$ cat config.mk
export PLATFORM = sky130hd
export DESIGN_NAME = safe_top
export DESIGN_NICKNAME = d
export VERILOG_FILES = /design/src/rtl/safe_pkg.sv /design/src/rtl/safe_piso.sv /design/src/rtl/safe_top.sv
export SDC_FILE = /design/constraint.sdc
export NUM_CORES = 1
export LEC_CHECK = 0
export BUFFER_PORTS_ARGS = -buffer_cell sky130_fd_sc_hd__buf_2
export CAP_MARGIN = 5
export CORE_MARGIN = 3
export CORE_UTILIZATION = 40
export CTS_BUF_LIST = sky130_fd_sc_hd__clkbuf_2
export DETAILED_ROUTE_END_ITERATION = 12
export SLEW_MARGIN = 15
export SYNTH_ARGS = -nofsm -noshare
export SYNTH_HDL_FRONTEND = slang
export SYNTH_SLANG_ARGS = --single-unit
$ cat constraint.sdc
create_clock -name clk -period 1.7 [get_ports clk]
set_clock_uncertainty 0.05 [all_clocks]
set_input_delay 0.34 -clock clk [delete_from_list [all_inputs] [get_ports clk]]
set_output_delay 0.34 -clock clk [all_outputs]
set_load 0.005 [all_outputs]
$ cat src/rtl/safe_pkg.sv
// Shared defaults and serializer state encoding for the code-lock slice.
package safe_pkg;

    localparam int          N_DEF    = 4;
    localparam logic [3:0]  CODE_DEF = 4'd11;

    typedef enum logic {
        IDLE  = 1'b0,
        SHIFT = 1'b1
    } piso_state_e;

endpackage

$ cat src/rtl/safe_piso.sv
// Parallel-in serial-out shifter with valid/ready on both sides, LSB first.
module safe_piso
    import safe_pkg::*;
#(
    parameter int N = N_DEF
) (
    input  logic         clk,
    input  logic         rst,
    input  logic [N-1:0] pdata,
    input  logic         pvalid,
    output logic         pready,
    input  logic         sready,
    output logic         sdata,
    output logic         svalid
);

    localparam int CW = $clog2(N);

    piso_state_e   state_q, state_d;
    logic [N-1:0]  sreg_q, sreg_d;
    logic [CW-1:0] cnt_q, cnt_d;

    always_ff @(posedge clk) begin
        if (rst) begin
            state_q <= IDLE;
            sreg_q  <= '0;
            cnt_q   <= '0;
        end else begin
            state_q <= state_d;
            sreg_q  <= sreg_d;
            cnt_q   <= cnt_d;
        end
    end

    always_comb begin
        state_d = state_q;
        sreg_d  = sreg_q;
        cnt_d   = cnt_q;
        case (state_q)
            IDLE: begin
                if (pvalid) begin
                    state_d = SHIFT;
                    sreg_d  = pdata;
                    cnt_d   = '0;
                end
            end
            SHIFT: begin
                // Stalls indefinitely while the downstream holds sready low.
                if (sready) begin
                    sreg_d = sreg_q >> 1;
                    cnt_d  = cnt_q + CW'(1);
                    if (cnt_q == CW'(N - 1)) begin
                        state_d = IDLE;
                    end
                end
            end
            default: state_d = IDLE;
        endcase
    end

    always_comb begin
        pready = (state_q == IDLE);
        svalid = (state_q == SHIFT);
        sdata  = sreg_q[0];
    end

endmodule

$ cat src/rtl/safe_top.sv
// Code lock: serializes the entered word and judges the bits seen on the serial link.
module safe_top
    import safe_pkg::*;
#(
    parameter int         N    = N_DEF,
    parameter logic [N-1:0] CODE = N'(CODE_DEF)
) (
    input  logic         clk,
    input  logic         rst,
    input  logic [N-1:0] pdata,
    input  logic         pvalid,
    output logic         pready,
    input  logic         sready,
    output logic         sdata,
    output logic         svalid,
    output logic         unlock_valid,
    output logic         unlock,
    output logic         incorrect
);

    localparam int CW = $clog2(N);

    logic          xfer;
    logic          last_xfer;
    logic [N-1:0]  word_q, word_d;
    logic [CW-1:0] cnt_q, cnt_d;
    logic          uv_q, unlock_q, incorrect_q;

    safe_piso #(.N(N)) u_piso (
        .clk    (clk),
        .rst    (rst),
        .pdata  (pdata),
        .pvalid (pvalid),
        .pready (pready),
        .sready (sready),
        .sdata  (sdata),
        .svalid (svalid)
    );

    // The checker tracks the link independently of the serializer's own counter.
    always_comb begin
        xfer      = svalid && sready;
        last_xfer = xfer && (cnt_q == CW'(N - 1));
        word_d    = xfer ? {sdata, word_q[N-1:1]} : word_q;
        cnt_d     = cnt_q;
        if (last_xfer) begin
            cnt_d = '0;
        end else if (xfer) begin
            cnt_d = cnt_q + CW'(1);
        end
    end

    always_ff @(posedge clk) begin
        if (rst) begin
            word_q      <= '0;
            cnt_q       <= '0;
            uv_q        <= 1'b0;
            unlock_q    <= 1'b0;
            incorrect_q <= 1'b0;
        end else begin
            word_q <= word_d;
            cnt_q  <= cnt_d;
            uv_q   <= last_xfer;
            if (last_xfer) begin
                unlock_q    <= (word_d == CODE);
                incorrect_q <= (word_d != CODE);
            end
        end
    end

    assign unlock_valid = uv_q;
    assign unlock       = unlock_q;
    assign incorrect    = incorrect_q;

endmodule

==> results.tsv <==
metric	value	unit
Peak supply drop	0.4929	mV
standard-cell rows	13	
P_sw	0.1527	mW
Worst setup EP type	flop	
TritonRoute pass-1 iters	2	
Pwr per Cell Area	856.1	nW/µm²
Seq/Total Area, Yosys	48.00	%
fin area	716.9	µm²
die width	45.55	µm
Synth top area share	48.00	%
Required @ worst endpoint	1840	ps
clock slew at reported path FFs	130	ps
Final Hold Viols	0	
Syn Inst Count	65	
CTS tree	done	
Total GRT Usage	12.78	%
CP Class	flop to flop	
hold depth	3	
area leader, netlist	dfxtp_1	
number of distinct library cells after synthesis	20	
worst reg2reg setup slack	160	ps
Slew Viols, Final	0	
Max transition margin	82.31	%
total CTS buffers	3	
first-pass GRT wire length	1863	µm
WHS	279.0	ps
1st-iter DRT viols	3	
post-layout min period	1540	ps
WL met3	66	µm
met2 routed WL	520	µm
Final period util	90.56	%
antenna violations before repair	0	
hold buffers post-CTS	0	
Detailed Place HPWL	800	µm
sw frac	24.88	%
MaxCap Viol Count	0	
Worst Path Arrival	1680	ps
layout cells sized above 1	26.25	%
Worst Hold Launch	pdata[3]	
clk sinks	15	
Setup WS pre-CTS	179.8	ps
Max Fclk	649.5	MHz
simple-gate portion of the synthesized area	21.40	%
# fillers	129	
P&R area growth vs syn	14.60	%
Final setup viols	0	
Worst R2R Start	cnt_q[0]	
fin nets	91	
Post-Synthesis Cell Area	625.6	µm²
mux contribution to synthesized area	11.40	%
met1 WL	501	µm
Synth area leaders	dfxtp_1 (48%), mux2i_1 (9.6%), nand2_1 (6.0%)	
Area after DPL	696.9	µm²
outcome	complete, no violations	
Overflow after GRT	0	
sequential share of power	61.1	%
Ys Warns	0	
Top-Level Pins	14	
Final ANT Viol Nets	0	
syn_nets	75	
most frequent cells in the layout	dfxtp_1 (15), buf_2 (13), nor2_1 (10), nand2_1 (10), mux2i_1 (6)	
Yosys reg bits	15	
Hold WC Path Type	input port to flop	
cell internal pwr	0.4610	mW
vias in the first global route	413	
largest net degree at the start of global routing	16	
antenna diode count	0	
Worst Path Max Fanout	4	
port bufs	13	
LEAKAGE	0.3120	nW
die height	45.55	µm
CTS resizes	0	
Hold EP	u_piso.sreg_q[3]	
DR vias	483	
die area	2074	µm²
DRC	0	
Vias/cell	5.084	
syn avg cell area	9.625	µm²
largest family of logic cells by synthesized area	simple AND/OR/NAND/NOR gates	
Final WS setup	160.4	ps
FF-to-FF path depth	4	
RSZ-0062 raised after global routing	no	
Synth Area in XOR/XNOR	0	%
H-tree Lvls	1	
Worst-Margin Slew	258.0	ps
Initial Util	45.25	%
Critical R2R Capture	incorrect	
DR WL/cell	11.44	µm
Post-CTS Setup Bufs	0	
Synth Area in Compound Gates	11.40	%
core area	1383	µm²
clk_lat worst skew	280	ps
Root Driver	clkbuf_2	
max layer used	met3	
most common cell after layout, fill and taps aside	dfxtp_1	
routability cong.	0.6690	
total wire length	1087	µm
power share of the combinational group	11.5	%
setup_tns	0	ps
Clk network pwr share	27.4	%
Bufs on Longest Clock Path	2	
Adder-Cell Fraction of Synth Area	4.000	%
Worst setup SP type	flop	
==> worst max-delay path, cell delays in order (launching register included) <==
cell and delay (ps):
dfxtp_1 370, ha_1 230, nand3_4 100, or4b_1 520
and3b_1 180
==> metal layers <==
| layer | global-route usage, % | vias up |
|---|---|---|
| met4 | 5.263 | 0 |
| met2 | 18.38 | 10 |
| met3 | 5.929 | 0 |
| met5 | 0 | - |
| li1 | - | 258 |
| met1 | 16.27 | 215 |
==> kinds of logic after synthesis <==
group	Yosys count
fa+ha+maj	2
mux	7
flops	15
buf+inv	4
simple gates	26
compound gates	11
==> synth_stat cells (all sizes together) <==
| cell | count |
|---|---|
| a211oi | 4 |
| and3b | 1 |
| a21oi | 5 |
| mux2 | 1 |
| nand2 | 10 |
| inv | 1 |
| nand3b | 1 |
| nor2 | 10 |
| or2b | 1 |
| mux2i | 6 |
| or4b | 1 |
| a32oi | 1 |
| dfxtp | 15 |
| clkbuf | 1 |
| a22oi | 1 |
| and2 | 1 |
| buf | 2 |
| ha | 2 |
| nand3 | 1 |
==> stage by stage <==
step	power, mW	instances	util, %
finish	0.6137	95	51.86
global route	0.6514	95	51.86
CTS	0.6248	95	51.86
detailed placement	0.4552	91	50.41
global placement	0.4532	91	50.41
floorplan	0.4301	65	-
==> registers in the layout, summed over array words and instances (netlist names) <==
register       flops
u_piso.sreg_q      4
word_q             3
cnt_q              2
u_piso.cnt_q       2
incorrect          1
u_piso.svalid      1
unlock             1
unlock_valid       1
==> power groups by stage <==
stage,clock [mW],sequential [mW],combinational [mW]
finish,0.168,0.375,0.0707
global route,0.193,0.377,0.0810
CTS,0.177,0.375,0.0721
detailed placement,0,0.383,0.0719
global placement,0,0.383,0.0705
floorplan,0,0.381,0.0488
==> worst max-delay path by stage <==
stage	cells after the start	endpoint	slack, ps	from
after floorplan	4	incorrect	230	cnt_q[0]
after global placement	4	incorrect	210	cnt_q[0]
after detailed placement	4	incorrect	180	cnt_q[0]
after CTS	4	incorrect	150	cnt_q[0]
after global routing	4	incorrect	100	cnt_q[0]
final	4	incorrect	160	cnt_q[0]
==> final cells by class <==
class,instances,area [µm²],area share (%)
multi-input combinational,46,301.5,42.06
sequential,15,300.3,41.88
timing repair buffer,14,72.57,10.12
clock buffer,4,20.02,2.792
tap,15,18.77,2.618
inverter,1,3.754,0.5236
(Power assumes the default switching activity.)
